`src/rtl/l2_input_select.sv`:
```
// Fixed-priority front end for the L2 request buffer (rsp > fwd > req > flush). It grants
// in IDLE and issues the next cycle; the issue holds while issue_ready is low, and stalled req/fwd channels are not issued.
module l2_input_select #(
    parameter int N_REQS    = 4,
    parameter int REQS_BITS = 2
) (
    input  logic                 clk,
    input  logic                 rst,
    input  logic                 rsp_valid,
    input  logic                 fwd_valid,
    input  logic                 req_valid,
    input  logic                 flush_valid,
    output logic                 rsp_ready,
    output logic                 fwd_ready,
    output logic                 req_ready,
    output logic                 flush_ready,
    input  logic                 set_set_conflict,
    input  logic                 clr_set_conflict,
    input  logic                 set_fwd_stall,
    input  logic                 clr_fwd_stall,
    input  logic                 set_fwd_stall_i,
    input  logic [REQS_BITS-1:0] fwd_stall_i_wr_data,
    input  logic [REQS_BITS-1:0] reqs_i,
    input  logic                 reqs_hit,
    input  logic                 reqs_free,
    output logic [2:0]           reqs_op_code,
    output logic                 lookup_en,
    output logic                 issue_valid,
    input  logic                 issue_ready,
    output logic [1:0]           issue_kind,
    output logic [REQS_BITS-1:0] issue_reqs_i,
    output logic                 issue_hit,
    output logic                 set_conflict,
    output logic                 fwd_stall,
    output logic [REQS_BITS-1:0] fwd_stall_i,
    output logic [REQS_BITS:0]   reqs_cnt,
    output logic                 reqs_full
);

    localparam logic [2:0] L2_REQS_IDLE       = 3'd0;
    localparam logic [2:0] L2_REQS_LOOKUP     = 3'd1;
    localparam logic [2:0] L2_REQS_PEEK_REQ   = 3'd2;
    localparam logic [2:0] L2_REQS_PEEK_FWD   = 3'd3;
    localparam logic [2:0] L2_REQS_PEEK_FLUSH = 3'd4;

    localparam logic [REQS_BITS:0] FULL_CNT = (REQS_BITS+1)'(N_REQS);
    localparam logic [REQS_BITS:0] CNT_ONE  = (REQS_BITS+1)'(1);

    typedef enum logic {IDLE, ISSUE} state_t;
    typedef enum logic [1:0] {KIND_RSP, KIND_FWD, KIND_REQ, KIND_FLUSH} kind_t;

    state_t                 state_q, state_d;
    kind_t                  kind_q, kind_d;
    logic                   set_conflict_q, set_conflict_d;
    logic                   fwd_stall_q, fwd_stall_d;
    logic [REQS_BITS-1:0]   fwd_stall_i_q, fwd_stall_i_d;
    logic [REQS_BITS-1:0]   rsp_idx_q, rsp_idx_d;
    logic [REQS_BITS:0]     reqs_cnt_q, reqs_cnt_d;

    logic                   full;
    logic                   grant;
    kind_t                  grant_kind;
    logic [2:0]             grant_op;
    logic                   in_idle;
    logic                   in_issue;
    logic                   stalled;
    logic                   fire;
    logic                   alloc;
    logic                   free_eff;

    assign full = (reqs_cnt_q == FULL_CNT);

    always_comb begin
        grant      = 1'b0;
        grant_kind = KIND_RSP;
        grant_op   = L2_REQS_IDLE;
        if (rsp_valid) begin
            grant      = 1'b1;
            grant_kind = KIND_RSP;
            grant_op   = L2_REQS_LOOKUP;
        end else if (fwd_valid && !fwd_stall_q) begin
            grant      = 1'b1;
            grant_kind = KIND_FWD;
            grant_op   = L2_REQS_PEEK_FWD;
        end else if (req_valid && !set_conflict_q && !full) begin
            grant      = 1'b1;
            grant_kind = KIND_REQ;
            grant_op   = L2_REQS_PEEK_REQ;
        end else if (flush_valid && !full) begin
            grant      = 1'b1;
            grant_kind = KIND_FLUSH;
            grant_op   = L2_REQS_PEEK_FLUSH;
        end
    end

    assign in_idle  = (state_q == IDLE) && !rst;
    assign in_issue = (state_q == ISSUE);
    // Flags were loaded on the grant edge, so they already reflect the peek result here.
    assign stalled  = (kind_q == KIND_REQ && set_conflict_q) || (kind_q == KIND_FWD && fwd_stall_q);
    assign fire     = in_issue && !stalled && issue_ready && !rst;
    assign alloc    = fire && (kind_q == KIND_REQ || kind_q == KIND_FLUSH);
    assign free_eff = reqs_free && (reqs_cnt_q != '0);

    assign lookup_en    = in_idle && grant;
    assign reqs_op_code = (in_idle && grant) ? grant_op : L2_REQS_IDLE;
    assign issue_valid  = in_issue && !stalled;
    assign issue_kind   = kind_q;
    assign issue_reqs_i = in_issue ? reqs_i : '0;
    assign issue_hit    = in_issue && reqs_hit;
    assign rsp_ready    = fire && (kind_q == KIND_RSP);
    assign fwd_ready    = fire && (kind_q == KIND_FWD);
    assign req_ready    = fire && (kind_q == KIND_REQ);
    assign flush_ready  = fire && (kind_q == KIND_FLUSH);
    assign set_conflict = set_conflict_q;
    assign fwd_stall    = fwd_stall_q;
    assign fwd_stall_i  = fwd_stall_i_q;
    assign reqs_cnt     = reqs_cnt_q;
    assign reqs_full    = full;

    always_comb begin
        state_d = state_q;
        kind_d  = kind_q;
        unique case (state_q)
            IDLE: begin
                if (grant) begin
                    state_d = ISSUE;
                    kind_d  = grant_kind;
                end
            end
            ISSUE: begin
                if (stalled || issue_ready) state_d = IDLE;
            end
            default: state_d = IDLE;
        endcase
    end

    always_comb begin
        rsp_idx_d     = (fire && kind_q == KIND_RSP) ? reqs_i : rsp_idx_q;
        fwd_stall_i_d = set_fwd_stall_i ? fwd_stall_i_wr_data : fwd_stall_i_q;

        set_conflict_d = set_conflict_q;
        if (set_set_conflict)                        set_conflict_d = 1'b1;
        else if (clr_set_conflict || reqs_free)      set_conflict_d = 1'b0;

        // The forward-stall entry is recognised as freed by matching the last response index.
        fwd_stall_d = fwd_stall_q;
        if (set_fwd_stall)                           fwd_stall_d = 1'b1;
        else if (clr_fwd_stall || (reqs_free && fwd_stall_i_q == rsp_idx_q))
                                                     fwd_stall_d = 1'b0;

        unique case ({alloc, free_eff})
            2'b10:   reqs_cnt_d = reqs_cnt_q + CNT_ONE;
            2'b01:   reqs_cnt_d = reqs_cnt_q - CNT_ONE;
            default: reqs_cnt_d = reqs_cnt_q;
        endcase
    end

    always_ff @(posedge clk) begin
        if (rst) begin
            state_q        <= IDLE;
            kind_q         <= KIND_RSP;
            set_conflict_q <= 1'b0;
            fwd_stall_q    <= 1'b0;
            fwd_stall_i_q  <= '0;
            rsp_idx_q      <= '0;
            reqs_cnt_q     <= '0;
        end else begin
            state_q        <= state_d;
            kind_q         <= kind_d;
            set_conflict_q <= set_conflict_d;
            fwd_stall_q    <= fwd_stall_d;
            fwd_stall_i_q  <= fwd_stall_i_d;
            rsp_idx_q      <= rsp_idx_d;
            reqs_cnt_q     <= reqs_cnt_d;
        end
    end

endmodule

```
`config.mk`:
```
export PLATFORM = sky130hd
export DESIGN_NAME = l2_input_select
export DESIGN_NICKNAME = d
export VERILOG_FILES = /design/src/rtl/l2_input_select.sv
export SDC_FILE = /design/constraint.sdc
export NUM_CORES = 1
export LEC_CHECK = 0
export CAP_MARGIN = 20
export CORE_UTILIZATION = 40
export CTS_CLUSTER_SIZE = 16
export DETAILED_ROUTE_END_ITERATION = 10
export PLACE_DENSITY = 0.84
export SKIP_LAST_GASP = 1
export SYNTH_ARGS = -nofsm -noshare
export SYNTH_HDL_FRONTEND = slang
export SYNTH_SLANG_ARGS = --single-unit
```
`constraint.sdc`:
```
create_clock -name clk -period 4.7 [get_ports clk]
set_clock_uncertainty 0.05 [all_clocks]
set_input_delay 0.47 -clock clk [delete_from_list [all_inputs] [get_ports clk]]
set_output_delay 0.47 -clock clk [all_outputs]
set_load 0.005 [all_outputs]
```
After elaboration in Yosys (flattened, before gate mapping) --
Cells that the tools add are included.
Word-level totals: register bits 12
Operators by class: add/sub/neg operators 2, eq/ne operators 7, multiplexer cells 22, bitwise operators 1, reduce and logical (&&, ||, !) cells 35
Operator list (number):
- 1-bit logical AND | 19
- 3-bit two-way mux | 5
- 1-bit two-way mux | 10
- 2-bit two-way mux | 5
- 2-bit == test, second input constant | 3
- 3-bit case mux with 2 select lines | 1
- 2-bit nonzero test | 3
- 1-bit logical NOT | 5
- 1-bit logical OR | 5
- 2-bit by 1-bit == test with 1-bit output, second input constant | 2
- 3-bit by 1-bit adder with 3-bit output, second input constant | 1
- 3-bit == test, second input constant | 1
- 3-bit nonzero test | 1
- 3-bit by 1-bit subtractor with 3-bit output, second input constant | 1
- 2-bit == test | 1
- 2-bit logical NOT | 1
- 1-bit case mux with 2 select lines | 1
- 2-bit AND reduction | 1
- 1-bit NOT | 1

Logic depth before layout (Yosys ltp) --
Gate-level depths: netlist of the first run.
depth in word-level cells 10, depth in mapped cells 10, mapped depth without buffers 10

Worst setup path after synthesis of the first run --
Ideal clock, no wire load.
path type register to register, from register kind_q[1], in the netlist issue_kind[1], to register reqs_cnt_q[2], in the netlist reqs_cnt[2], setup time 0.070 ns, arrival time 1.939 ns, data required time 4.580 ns, setup slack 2.642 ns, stages on the path, launching flop included 11, buffers on the path 0, path through dfxtp_1 -> nand3b_1 -> nand3_1 -> nor2_1 -> nand2_1 -> ha_1 -> inv_1 -> fa_1 -> xor2_1 -> or3_1 -> a21oi_1
On the way: cells in the longest elaborated chain, start to end 10, elaborated cells between the ends (all ways) 16, classes of those cells 5 x eq/ne; 1 x mux; 10 x reduce/logical
RTL lines:
- from (decl) | RTL line 53 | kind_t kind_q, kind_d;
- from (signal assigned) | RTL line 169 | kind_q <= kind_d;
- 2-bit == test / 2-bit by 1-bit == test with 1-bit output (equally long branches) | RTL line 99, 101
- 1-bit logical AND | RTL line 99 | assign stalled = (kind_q == KIND_REQ && set_conflict_q) || (kind_q == KIND_FWD && fwd_stall_q);
- 1-bit logical OR | RTL line 99
- 1-bit logical NOT | RTL line 100 | assign fire = in_issue && !stalled && issue_ready && !rst;
- 1-bit logical AND (3 in a row) | RTL line 100
- 1-bit logical AND * | RTL line 101 | assign alloc = fire && (kind_q == KIND_REQ || kind_q == KIND_FLUSH);
- 2-bit by 1-bit == test with 1-bit output / 2-bit == test (equally long branches) | RTL line 151 | unique case ({alloc, free_eff})
- 3-bit case mux with 2 select lines / 2-bit nonzero test (equally long branches)
- to (signal assigned) | RTL line 174 | reqs_cnt_q <= reqs_cnt_d;
- to (decl) | RTL line 58 | logic [REQS_BITS:0] reqs_cnt_q, reqs_cnt_d;
Mark *: on every way between the ends. The rest lies on a longest branch, timed or not. A chain may end at the register's enable or synchronous reset.

Final worst setup path of the first run --
from input rst, to output fwd_ready
On the way: cells in the longest elaborated chain, start to end 3
RTL lines:
- from (decl) | RTL line 8 | input logic rst,
- 1-bit logical NOT | RTL line 100
- 1-bit logical AND | RTL line 100
- 1-bit logical AND | RTL line 111 | assign fwd_ready = fire && (kind_q == KIND_FWD);
- to (decl) | RTL line 14 | output logic fwd_ready,
Every way passes these cells.

==> results_dict.tcl, run 1 <==
set metrics [dict create \
    synth_seq_cells 12 \
    rows 14 \
    p_int_w 0.000198 \
    synth.net_count 102 \
    power.switching_w 0.0000708 \
    nets 145 \
    max_freq_mhz 345 \
    path_clk_slew_ns 0.08 \
    rsz0062_at_grt "false" \
    status "finished clean" \
    grt_pass1_wl_um 2980 \
    start_kind "input pin" \
    drv_slew 0 \
    worst_slew_pin_slew_ns 0.473 \
    io_pins 40 \
    path_buf_inv 2 \
    ir_drop_uv 198 \
    htree_levels 1 \
    p_total_w 0.000269 \
    vias 730 \
    final_hold_viol_count 0 \
    core_area_um2 1580 \
    synth_top_cell_by_area "dfxtp_1" \
    ys_seq_area_share_pct 34.2 \
    clkSinkCount 12 \
    timing.critical_path.max_delay_family "buffers and inverters" \
    max_cap_viol_count 0 \
    antenna_cells 0 \
    post_cts_resized 0 \
    viasPerCell 5.21 \
    swShare_pct 26.3 \
    grt_max_degree 15 \
    tritoncts "built" \
    cp_slowest_cell "clkdlybuf4s50_1" \
    clockPowerShare_pct 31.0 \
    crit_arrival_ns 2.38 \
    clk_latency_ns 0.28 \
    crit_path_max_fanout 14 \
    crit_chain "clkdlybuf4s50_1, nand2b_1, nand2b_1, nor3b_1, clkdlybuf4s50_1" \
    drtPass1Iterations 6 \
    yosys_warnings 0 \
    required_ns 4.18 \
    die_x_um 43.9 \
    grt_pass1_vias 698 \
    start_util_pct 44.5 \
    overflow 0 \
    drc 0 \
    gp_congestion 0.840 \
    area_delta_synth_final_pct 62.0 \
    drt_first_iter_violations 10 \
    drt-total-wl_um 1740 \
    p_comb_share_pct 25.3 \
    seqPwrFrac_pct 43.7 \
    slew_headroom_pct 68.3 \
    finalSetupTns_ns 0 \
    postCtsSetupRepairBufs 0 \
    synth_area_leaders "dfxtp_1 34%, nor2_1 7.5%, mux2i_1 5.7%, a21oi_1 3.6%, a211oi_1 3.2%" \
    hpwl_um 1360 \
    cts.path.max_buffers 2 \
    syn-instance-count 82 \
    power_density_nw_per_um2 237 \
    cts_hold_buffers 0 \
    synth_top_area_share_pct 34.2 \
    grt.total_usage_pct 21.0 \
    p_leak_nw 0.424 \
    antenna_found_initial 0 \
    setup_viol 0 \
    path_class "in -> out" \
    endpoint_kind "output pin" \
    syn_area_um2 702 \
    wire_per_inst_um 12.4 \
    period_share_pct 61.7 \
    yosys.cell_types.count 34 \
    cts_root_buf "clkbuf_4" \
    drive_above_1_share_pct 9.68 \
    cts_buffers 3 \
    die-area_um2 1930 \
    period_minus_slack_ns 2.90 \
    cpPeakStageDelay_ns 0.65 \
    placement.io_buffers 39 \
    ant_nets 0 \
    synth_area_per_cell_um2 8.56 \
    chipHeight_um 43.9 \
    hold_class "reg -> reg" \
]
## through the flow
| stage | utilization, % | instance area [um2] | setup WS, ns | hold slack, ns | std cells |
|---|---|---|---|---|---|
| final | 72.1 | 1140 | 1.80 | 0.487 | 140 |
| after global routing | 72.1 | 1140 | 1.67 | 0.526 | 140 |
| after CTS | 72.1 | 1140 | 1.80 | 0.488 | 140 |
| after detailed placement | 69.8 | 1100 | 1.72 | 0.463 | 136 |
| after global placement | 69.8 | 1100 | 1.78 | 0.451 | 136 |
| after floorplan | - | 702 | 2.64 | 0.432 | 82 |
## sequential cells by signal, indices dropped and copies added, names as in the netlist
name	flops
fwd_stall	1
rsp_idx_q	2
issue_kind	2
reqs_cnt	3
fwd_stall_i	2
in_issue	1
set_conflict	1
## area by class of cell
type / count / area [um2]
repair buffers: 39 / 390
inverters: 7 / 26.3
flip-flops and latches: 12 / 240
multi-input cells: 62 / 424
clock buffers: 4 / 36.3
well taps: 16 / 20.0
fillers: 131 / 439
## cells in the mapped netlist, drive strengths merged
cell type  count
nand3          2
nand2          3
fa             1
xnor2          2
nand3b         2
nor2          14
and3           1
inv            7
nand2b         3
o21ai          1
and2           3
a31oi          1
or2b           1
xor2           2
o32ai          1
ha             1
dfxtp         12
o21a           1
or3b           1
a21oi          5
o31a           1
buf            1
a211oi         3
o22ai          1
nor2b          1
mux2i          4
or3            1
or2            1
and2b          1
nor3b          2
nor4           2
## tightest hold or removal path, stage by stage, from the launching register on
cell and delay, ns:
dfxtp_1 0.35, mux2i_1 0.07, nor2_1 0.08
## final timing paths
check / slack (ns) / depth (start not counted) / end / from
worst min-delay path: 0.49 / 2 / rsp_idx_q[0] / rsp_idx_q[0]
worst max register to register: 2.44 / 10 / reqs_cnt[2] / issue_kind[1]
worst max-delay path: 1.80 / 5 / fwd_ready / rst
worst min register to register: 0.49 / 2 / rsp_idx_q[0] / rsp_idx_q[0]
## metal layers
metal | up-vias | wire [um] | share of wire, % | GRT usage (%)
met1 | 329 | 722 | 41 | 23.5
met2 | 29 | 896 | 51 | 38.5
met4 | 0 | 23 | 1.3 | 5.45
met5 | - | 0 | 0 | 0
li1 | 368 | - | - | -
met3 | 4 | 98 | 5.6 | 6.25
## power groups by stage
stage | Sequential, W | Clock, W | Combinational (W)
after floorplan | 0.000118 | 0 | 0.0000294
after detailed placement | 0.000120 | 0 | 0.0000681
after CTS | 0.000117 | 0.0000855 | 0.0000686
after global placement | 0.000119 | 0 | 0.0000671
after global routing | 0.000119 | 0.0000913 | 0.0000747
final | 0.000117 | 0.0000834 | 0.0000682
## logic make-up after synthesis
kind of cell | count (synthesis) | share of synthesized area, %
AND/OR/NAND/NOR | 38 | 32.1
AO/OA/AOI/OAI | 14 | 13.0
flip-flops | 12 | 34.2
buffers and inverters | 8 | 5.35
XOR/XNOR | 4 | 4.99
multiplexers | 4 | 5.70
adder cells (fa/ha/maj) | 2 | 4.63
## cell usage in the layout, fill, tap and decap left out, types with 2 or more instances in the layout
master and instances:
a211oi_1 3, a21oi_1 5, and2_1 3, clkbuf_4 3, clkdlybuf4s50_1 39, dfxtp_1 12
inv_1 6, mux2i_1 4, nand2_1 2, nand2b_1 3, nand3_1 2, nand3b_1 2
nor2_1 14, nor3b_1 2, xnor2_1 2, xor2_1 2
No activity file was read; power rests on OpenSTA's default activity.
==> inputs of run 2 (changes only) <==
Settings changed: CORE_UTILIZATION 40 to 37, PLACE_DENSITY 0.84 to 0.78.
Clock period 4.7 ns to 2.8 ns, I/O delays scaled along.
==> run 2 against run 1 <==
Against the previous run: non-clock buffer count is 1 higher; first-iteration DRC count is 10% lower; wire length grew 3.3%; sequential share of layout area down 0.34 points; global-route usage decreased by 0.68 points; hold slack got worse by 0.0068 ns; via count fell by 0.27%; register-to-register slack got worse by 1.9 ns; combinational power is 70% higher; sequential power rose by 68%; clock power grew 65%; die area is 7.7% higher; critical path type unchanged; critical endpoint is now reqs_op_code[2]; largest cell class unchanged; highest routed layer unchanged.
==> results_dict.tcl, run 2 (synthesis gave the netlist of run 1 again) <==
set metrics [dict create \
    die_x_um 45.6 \
    final_cells 150 \
    grt_pass1_wl_um 2990 \
    rr_worst_depth 10 \
    cts.path.max_buffers 2 \
    period_share_pct 84.8 \
    drc 0 \
    largest_reg_flops 3 \
    overflow 0 \
    post_cts_resized 0 \
    core_area_um2 1750 \
    path_class "in -> out" \
    rsz0062_at_grt "false" \
    start_util_pct 40.2 \
    p_leak_nw 0.429 \
    crit_arrival_ns 2.05 \
    max_freq_mhz 421 \
    max_cap_viol_count 0 \
    antenna_found_initial 0 \
    clk_latency_ns 0.27 \
    io_pins 40 \
    reg2reg_slack_ns 0.55 \
    area_delta_synth_final_pct 64.7 \
    worst_slew_pin_slew_ns 0.301 \
    fin_util_pct 66.2 \
    grt_max_degree 14 \
    die-area_um2 2080 \
    drt-total-wl_um 1800 \
    final_hold_viol_count 0 \
    ant_nets 0 \
    hold_class "reg -> reg" \
    wire_per_inst_um 12.0 \
    setup_viol 0 \
    crit_path_max_fanout 13 \
    placed_cell_area_um2 1120 \
    nets 146 \
    cts_buffers 3 \
    drtPass1Iterations 4 \
    drv_slew 0 \
    cts_hold_buffers 0 \
    grt.total_usage_pct 20.3 \
    path_clk_slew_ns 0.08 \
    hold_path_depth 2 \
    viasPerCell 4.85 \
    placement.io_buffers 39 \
    postCtsSetupRepairBufs 0 \
    finalSetupTns_ns 0 \
    chipHeight_um 45.6 \
    hpwl_um 1400 \
    rows 15 \
    drt_first_iter_violations 9 \
    drive_above_1_share_pct 10.4 \
    postLayoutCellArea_um2 1160 \
    tritoncts "built" \
    period_minus_slack_ns 2.38 \
    final_cell_mix "39 x clkdlybuf4s50_1, 14 x nor2_1, 12 x dfxtp_1" \
    dp.cells 146 \
    power_density_nw_per_um2 389 \
    ir_drop_uv 263 \
    htree_levels 1 \
    cts_root_buf "clkbuf_4" \
    clkSinkCount 12 \
    status "finished clean" \
    slew_headroom_pct 79.8 \
    grt_pass1_vias 670 \
    final_common_cell "clkdlybuf4s50_1" \
    required_ns 2.47 \
    gp_congestion 0.872 \
    start_kind "input pin" \
    endpoint_kind "output pin" \
    antenna_cells 0 \
    vias 728 \
]
==> run 2: cell count changes in the layout (fill, tap and decap cells not counted) <==
cell / before / now
buf_4: 0 / 1
==> run 2: area by class of cell <==
cell class | count | area (um2)
clock buffers | 4 | 36.3
multi-input cells | 62 | 424
fillers | 156 | 589
flip-flops and latches | 12 | 240
inverters | 7 | 26.3
repair buffers | 40 | 398
well taps | 25 | 31.3
==> run 2: stage by stage <==
step | hold slack [ns] | setup WS, ns | total power [W]
finish | 0.480 | 0.424 | 0.000449
global route | 0.515 | 0.252 | 0.000479
CTS | 0.480 | 0.434 | 0.000456
detailed placement | 0.463 | 0.346 | 0.000316
global placement | 0.459 | 0.419 | 0.000314
floorplan | 0.303 | 0.742 | 0.000247
==> run 2: critical path: stages <==
cell	delay (ns)
clkdlybuf4s50_1	0.42
buf_4	0.19
or2_2	0.35
nor4_1	0.25
clkdlybuf4s50_1	0.55
==> run 2: routing by layer <==
layer  track usage (%)  vias to the layer above  part of all wire [%]
li1                  -                      367                     -
met1              24.0                      323                    42
met2              36.3                       36                    50
met3              3.57                        2                   7.1
met4              7.27                        0                  0.33
met5                 0                        -                     0
==> run 2: final timing paths <==
| path | startpoint | to |
|---|---|---|
| worst max-delay path | rst | reqs_op_code[2] |
| worst min-delay path | rsp_idx_q[0] | rsp_idx_q[0] |
| worst max register to register | issue_kind[1] | reqs_cnt[2] |
| worst min register to register | rsp_idx_q[0] | rsp_idx_q[0] |
==> run 2: report_power, final <==
group | internal [W] | switching [W]
clock network | 0.0000790 | 0.0000587
logic | 0.0000742 | 0.0000414
registers | 0.000180 | 0.0000157
